### src/rtl/muldiv_sequencer.sv
// muldiv_sequencer: multi-cycle MULT/MULTU/DIV/DIVU controller.
// Borrows the shared 32-bit execute ALU one operation per cycle.
// Multiply uses shift-add; divide uses restoring shift-subtract.
// Signed operations are handled on magnitudes, with the sign fixed up at the end.
// HI/LO hold the result until the next accepted start.

package muldiv_pkg;
    typedef enum logic [1:0] {
        ALU_ADD = 2'd0,
        ALU_SUB = 2'd1,
        ALU_AND = 2'd2,
        ALU_OR  = 2'd3
    } aluop_t;
endpackage

module muldiv_sequencer
    import muldiv_pkg::*;
#(
    parameter int WORD_W = 32
) (
    input  logic              CLK,
    input  logic              nRST,
    input  logic              start,
    input  logic [1:0]        op,
    input  logic [WORD_W-1:0] rs_val,
    input  logic [WORD_W-1:0] rt_val,
    output logic              busy,
    output logic              done,
    output logic [WORD_W-1:0] hi,
    output logic [WORD_W-1:0] lo,
    output logic              alu_req,
    output aluop_t            alu_op,
    output logic [WORD_W-1:0] alu_a,
    output logic [WORD_W-1:0] alu_b,
    input  logic [WORD_W-1:0] alu_o
);

    localparam logic [WORD_W-1:0] W_ZERO = {WORD_W{1'b0}};
    localparam logic [WORD_W-1:0] W_ONES = {WORD_W{1'b1}};

    typedef enum logic [2:0] {
        IDLE   = 3'd0,
        NEG_A  = 3'd1,
        NEG_B  = 3'd2,
        ITER   = 3'd3,
        NEG_LO = 3'd4,
        NEG_HI = 3'd5,
        DONE   = 3'd6
    } state_t;

    // op[1]=1 selects divide, op[0]=1 selects unsigned.
    // hi_q/lo_q hold the working registers:
    //   multiply: acc_hi and multiplier/product-low
    //   divide:   remainder and dividend/quotient
    // opnd_q holds the multiplicand or the divisor.
    state_t            state_q, state_d;
    logic [1:0]        op_q, op_d;
    logic [WORD_W-1:0] hi_q, hi_d;
    logic [WORD_W-1:0] lo_q, lo_d;
    logic [WORD_W-1:0] opnd_q, opnd_d;
    logic [4:0]        cnt_q, cnt_d;
    logic              sign_lo_q, sign_lo_d;
    logic              sign_hi_q, sign_hi_d;
    logic              lo_zero_q, lo_zero_d;
    logic              busy_q, busy_d;
    logic              done_q, done_d;

    logic              is_div_s;
    logic              carry_s;
    logic              take_s;
    logic [WORD_W-1:0] s_low_s;

    assign is_div_s = op_q[1];
    // Low 32 bits of the 33-bit partial remainder {rem, quo[31]}.
    assign s_low_s  = {hi_q[WORD_W-2:0], lo_q[WORD_W-1]};
    // A subtraction is taken if the shifted-out remainder bit is set,
    // or if the low word alone still covers the divisor.
    assign take_s   = hi_q[WORD_W-1] | (s_low_s >= opnd_q);
    // Carry out of acc_hi + addend, recovered from the 32-bit ALU sum.
    assign carry_s  = (alu_o < hi_q);

    assign busy    = busy_q;
    assign done    = done_q;
    assign alu_req = busy_q;
    assign hi      = hi_q;
    assign lo      = lo_q;

    // Drive the borrowed ALU from registered state only; it idles at ADD 0+0.
    always_comb begin
        alu_op = ALU_ADD;
        alu_a  = W_ZERO;
        alu_b  = W_ZERO;
        case (state_q)
            NEG_A: begin
                alu_op = ALU_SUB;
                alu_b  = is_div_s ? lo_q : opnd_q;
            end
            NEG_B: begin
                alu_op = ALU_SUB;
                alu_b  = is_div_s ? opnd_q : lo_q;
            end
            ITER: begin
                if (is_div_s) begin
                    alu_op = ALU_SUB;
                    alu_a  = s_low_s;
                    alu_b  = opnd_q;
                end else begin
                    alu_op = ALU_ADD;
                    alu_a  = hi_q;
                    alu_b  = lo_q[0] ? opnd_q : W_ZERO;
                end
            end
            NEG_LO: begin
                alu_op = ALU_SUB;
                alu_b  = lo_q;
            end
            NEG_HI: begin
                if (is_div_s) begin
                    alu_op = ALU_SUB;
                    alu_b  = hi_q;
                end else begin
                    // Upper half of a 64-bit negate: ~hi plus the borrow from lo.
                    alu_op = ALU_ADD;
                    alu_a  = ~hi_q;
                    alu_b  = {{(WORD_W-1){1'b0}}, lo_zero_q};
                end
            end
            default: begin
                alu_op = ALU_ADD;
                alu_a  = W_ZERO;
                alu_b  = W_ZERO;
            end
        endcase
    end

    // Next-state and datapath update for every sequencer state.
    always_comb begin
        state_d   = state_q;
        op_d      = op_q;
        hi_d      = hi_q;
        lo_d      = lo_q;
        opnd_d    = opnd_q;
        cnt_d     = cnt_q;
        sign_lo_d = sign_lo_q;
        sign_hi_d = sign_hi_q;
        lo_zero_d = lo_zero_q;
        case (state_q)
            IDLE, DONE: begin
                if (start) begin
                    op_d      = op;
                    cnt_d     = 5'd0;
                    sign_lo_d = rs_val[WORD_W-1] ^ rt_val[WORD_W-1];
                    sign_hi_d = op[1] ? rs_val[WORD_W-1]
                                      : (rs_val[WORD_W-1] ^ rt_val[WORD_W-1]);
                    if (op[1] && (rt_val == W_ZERO)) begin
                        // Divide by zero: fixed result, the ALU is never touched.
                        hi_d    = rs_val;
                        lo_d    = W_ONES;
                        state_d = DONE;
                    end else begin
                        hi_d = W_ZERO;
                        if (op[1]) begin
                            lo_d   = rs_val;
                            opnd_d = rt_val;
                        end else begin
                            lo_d   = rt_val;
                            opnd_d = rs_val;
                        end
                        state_d = op[0] ? ITER : NEG_A;
                    end
                end else begin
                    state_d = IDLE;
                end
            end
            NEG_A: begin
                // rs lives in lo (divide) or opnd (multiply).
                if (is_div_s) begin
                    lo_d = lo_q[WORD_W-1] ? alu_o : lo_q;
                end else begin
                    opnd_d = opnd_q[WORD_W-1] ? alu_o : opnd_q;
                end
                state_d = NEG_B;
            end
            NEG_B: begin
                // rt lives in opnd (divide) or lo (multiply).
                if (is_div_s) begin
                    opnd_d = opnd_q[WORD_W-1] ? alu_o : opnd_q;
                end else begin
                    lo_d = lo_q[WORD_W-1] ? alu_o : lo_q;
                end
                cnt_d   = 5'd0;
                state_d = ITER;
            end
            ITER: begin
                if (is_div_s) begin
                    hi_d = take_s ? alu_o : s_low_s;
                    lo_d = {lo_q[WORD_W-2:0], take_s};
                end else begin
                    hi_d = {carry_s, alu_o[WORD_W-1:1]};
                    lo_d = {alu_o[0], lo_q[WORD_W-1:1]};
                end
                cnt_d = cnt_q + 5'd1;
                if (cnt_q == 5'd31) begin
                    state_d = op_q[0] ? DONE : NEG_LO;
                end else begin
                    state_d = ITER;
                end
            end
            NEG_LO: begin
                lo_zero_d = (lo_q == W_ZERO);
                if (sign_lo_q) begin
                    lo_d = alu_o;
                end else begin
                    lo_d = lo_q;
                end
                state_d = NEG_HI;
            end
            NEG_HI: begin
                if (sign_hi_q) begin
                    hi_d = alu_o;
                end else begin
                    hi_d = hi_q;
                end
                state_d = DONE;
            end
            default: begin
                state_d = IDLE;
            end
        endcase
        busy_d = (state_d != IDLE) && (state_d != DONE);
        done_d = (state_d == DONE);
    end

    // State register with synchronous active-low reset; reset drops any operation in flight.
    always_ff @(posedge CLK) begin
        if (!nRST) begin
            state_q   <= IDLE;
            op_q      <= 2'd0;
            hi_q      <= W_ZERO;
            lo_q      <= W_ZERO;
            opnd_q    <= W_ZERO;
            cnt_q     <= 5'd0;
            sign_lo_q <= 1'b0;
            sign_hi_q <= 1'b0;
            lo_zero_q <= 1'b0;
            busy_q    <= 1'b0;
            done_q    <= 1'b0;
        end else begin
            state_q   <= state_d;
            op_q      <= op_d;
            hi_q      <= hi_d;
            lo_q      <= lo_d;
            opnd_q    <= opnd_d;
            cnt_q     <= cnt_d;
            sign_lo_q <= sign_lo_d;
            sign_hi_q <= sign_hi_d;
            lo_zero_q <= lo_zero_d;
            busy_q    <= busy_d;
            done_q    <= done_d;
        end
    end

endmodule

### config.mk
export PLATFORM = sky130hd
export DESIGN_NAME = muldiv_sequencer
export DESIGN_NICKNAME = d
export VERILOG_FILES = /design/src/rtl/muldiv_sequencer.sv
export SDC_FILE = /design/constraint.sdc
export NUM_CORES = 1
export LEC_CHECK = 0
export CORE_MARGIN = 1
export CORE_UTILIZATION = 40
export CTS_BUF_LIST = sky130_fd_sc_hd__clkbuf_16
export DETAILED_ROUTE_END_ITERATION = 8
export GPL_TIMING_DRIVEN = 0
export PLACE_DENSITY_LB_ADDON = 0.2
export SKIP_CTS_REPAIR_TIMING = 1
export SYNTH_ARGS = -nofsm -noshare
export SYNTH_HDL_FRONTEND = slang
export SYNTH_SLANG_ARGS = --single-unit
### constraint.sdc
create_clock -name CLK -period 2.7 [get_ports CLK]
set_input_delay 0.27 -clock CLK [delete_from_list [all_inputs] [get_ports CLK]]
set_output_delay 0.27 -clock CLK [all_outputs]
set_load 0.03 [all_outputs]
==> results.py <==
metrics = {
    "status": {
        "status": "finished with violations",
        "violations": "setup timing",
    },
    "clock_network": {
        "cts_tree": "done",
        "h-tree-depth": 3,
        "cts.clk_slew.worst_paths_ps": 100,
        "clockBufferDepth": 2,
        "clock-sinks": 111,
        "clk-insertion-delay-late_ps": 380,
        "cts_buffers": 9,
        "cts-root-buf": "clkbuf_16",
    },
    "power": {
        "clkPwrFrac_pct": 21.1,
        "power_mw": 7.12,
        "p_switching_mw": 3.28,
        "power.internal_mw": 3.84,
        "p_comb_share_pct": 47.4,
        "powerDensity_mw_per_mm2": 523,
        "seqPwrFrac_pct": 31.5,
        "peakVddDrop_v": 0.000337,
        "leakage_nw": 5.44,
        "swShare_pct": 46.1,
    },
    "sta": {
        "slew_viol_final": 0,
        "post-route-min-period_ps": 2700,
        "holdWs_ps": 469,
        "timing.final.crit_share_pct": 100,
        "max_freq_ghz": 0.370,
        "worst_slew_pin_slew_ps": 1030,
        "final.setup.worst_slack_ps": -3.14,
        "fin_skew_ps": 20.5,
        "finalSetupViolations": 2,
        "worst_slew_margin_rel_pct": 31.1,
        "tns_ps": -4.04,
        "hold_viol": 0,
    },
    "die": {
        "rows": 57,
        "core_area_mm2": 0.0245,
        "die-area_mm2": 0.0259,
        "die_h_um": 161,
        "die_x_um": 161,
        "ios": 234,
        "start_util_pct": 41.2,
    },
    "cells_and_area": {
        "num-fill-cells": 2461,
        "area_growth_pct": 34.6,
        "fin_area_mm2": 0.0136,
        "instances_no_fill": 1971,
        "antenna_cells": 0,
        "drive_above_1_share_pct": 12.6,
        "multi_input_area_mm2": 0.00738,
        "register_area_mm2": 0.00225,
        "nNetsFinal": 1808,
        "finish.utilization_pct": 55.5,
    },
    "placement": {
        "dp_slack_ps": -1410,
        "dp.cells": 1941,
        "io_buffers": 232,
        "gp_congestion": 1.02,
        "place.detailed.hpwl_mm": 38.1,
        "placed_cell_area_mm2": 0.0128,
    },
    "synthesis": {
        "synthXorXnorAreaFrac_pct": 0.346,
        "synth_top_area_cell": "dfxtp_1",
        "async_flop_share_pct": 0,
        "yosysMostFrequentCell": "a21oi_1",
        "synth-seq-cells": 111,
        "syn-cell-area_mm2": 0.0101,
        "ys_dominant_reg_cell": "dfxtp_1",
        "postSynthNetCount": 1551,
        "yosys_warnings": 0,
        "synth_fa_ha_area_share_pct": 8.04,
        "synth_top_family_by_area": "compound AO/OA/AOI/OAI gates",
        "synth-edff-count": 0,
        "postSynthCellCount": 1385,
        "netlist_top_cells_area": "dfxtp_1 22%, a21oi_1 9.6%, mux2i_1 9.5%, ha_1 8.0%, nor2_1 5.1%",
        "yosysTopAreaCellShare_pct": 22.0,
        "synth_common_cells": "193 x a21oi_1, 137 x nor2_1, 111 x dfxtp_1",
        "synth_compound_area_share_pct": 37.6,
        "yosysUniqueCellTypes": 59,
        "yosys.area_share.simple_pct": 14.6,
        "synthMuxAreaShare_pct": 9.73,
        "syn_area_per_cell_um2": 7.30,
        "ys_seq_area_share_pct": 22.0,
    },
    "grt": {
        "antenna_found_initial": 0,
        "grt_pass1_vias": 12300,
        "grt_overflow": 0,
        "grt_pass1_wl_mm": 76.8,
        "grt_max_degree": 20,
        "grtUsageTotal_pct": 39.0,
    },
    "setup_path": {
        "worst_path_dominant_cell_family": "compound AO/OA/AOI/OAI gates",
        "cp_slowest_cell": "dfxtp_1",
        "critPathMaxStageDelay_ps": 420,
        "end_kind": "flip-flop",
        "crit_buf_inv": 3,
        "crit_fanout": 10,
        "cp.required_ps": 2950,
        "worstPathArrival_ps": 2960,
        "crit_type": "reg -> reg",
        "start_kind": "flip-flop",
        "cp_common_cell": "a21o_1",
        "worstPathCellList": "inv_1 > ha_1 > a21o_1 > a21o_1 > a21o_1 > a41o_1 > o211ai_1 > buf_4 > a21oi_4 > buf_4 > a221o_1",
    },
    "routing": {
        "routed_wl_mm": 52.4,
        "drc": 0,
        "antenna_left": 0,
        "dr.pass1.iters": 6,
        "vias_per_cell": 6.76,
        "routedWlPerCell_um": 26.6,
        "route.vias.total": 13300,
        "drtIter0Drc": 2385,
    },
    "hold_path": {
        "min_path_type": "reg -> reg",
    },
    "flow_run": {
        "drv_cap": 0,
    },
}
==> power by group through the flow <==
| stage | clock network, mW | logic (mW) | registers (mW) |
|---|---|---|---|
| after floorplan | 0 | 1.64 | 2.34 |
| after global placement | 0 | 3.08 | 2.24 |
| after detailed placement | 0 | 3.12 | 2.24 |
| after CTS | 1.49 | 3.14 | 2.20 |
| after global routing | 1.55 | 3.56 | 2.26 |
| final | 1.50 | 3.38 | 2.24 |
==> registers in the layout, indices dropped and copies added (netlist names) <==
| name | count |
|---|---|
| alu_req | 1 |
| cnt_q | 5 |
| done | 1 |
| hi | 32 |
| lo | 32 |
| lo_zero_q | 1 |
| op_q | 2 |
| opnd_q | 32 |
| sign_hi_q | 1 |
| sign_lo_q | 1 |
| state_q | 3 |
==> metal layers <==
metal / up-vias / track usage [%] / share of wire (%)
li1: 5758 / - / -
met1: 6255 / 51.0 / 39
met2: 1117 / 59.8 / 44
met3: 188 / 8.99 / 13
met4: 0 / 19.9 / 4.8
met5: - / 0 / 0
==> layout by cell type (no fill, tap or decap), drive strengths merged, types with 5 or more instances in the layout <==
cell,n
a21oi,194
clkdlybuf4s50,155
nor2,137
clkbuf,126
o21ai,115
dfxtp,111
mux2i,96
nand2,93
inv,74
buf,73
a211oi,66
ha,65
a22oi,63
a221o,31
a222oi,30
dlymetal6s2s,26
a311oi,25
nor2b,23
nand3,22
a21o,20
nand4,15
nor4,15
o211a,6
o211ai,5
nor3,5
==> kinds of logic (layout without fill, tap and decap cells) <==
family / count (synthesis) / after routing
AOI/OAI and AO/OA: 581 / 581
and+or+nand+nor: 330 / 330
buffers and inverters: 195 / 457
DFF: 111 / 111
muxes: 98 / 98
adders and majority gates: 65 / 65
xor gates and xnor gates: 4 / 4
other: 1 / 1
==> worst register-to-register path, delay by kind of cell, from the launching register on <==
| family | cells | cell delay [ps] |
|---|---|---|
| compound gates | 7 | 1500 |
| buf+inv | 3 | 470 |
| flops | 1 | 420 |
| fa+ha+maj | 1 | 180 |
==> worst paths after layout <==
kind / startpoint / to / slack (ps) / cells after the start
hold / removal: op_q[0] / op_q[0] / 470 / 2
hold reg to reg: op_q[0] / op_q[0] / 470 / 2
setup / recovery: opnd_q[20] / hi[27] / -3 / 11
setup reg to reg: opnd_q[20] / hi[27] / -3 / 11
==> area by class of cell <==
| type | count | share of cell area (%) |
|---|---|---|
| clock inverter | 7 | 0.588 |
| sequential | 111 | 16.5 |
| buffer | 122 | 5.12 |
| inverter | 70 | 1.97 |
| clock buffer | 9 | 1.65 |
| multi-input combinational | 1079 | 54.2 |
| timing repair buffer | 249 | 16.9 |
| tap | 324 | 2.98 |
Note: power is estimated with default switching activity, not from simulation.
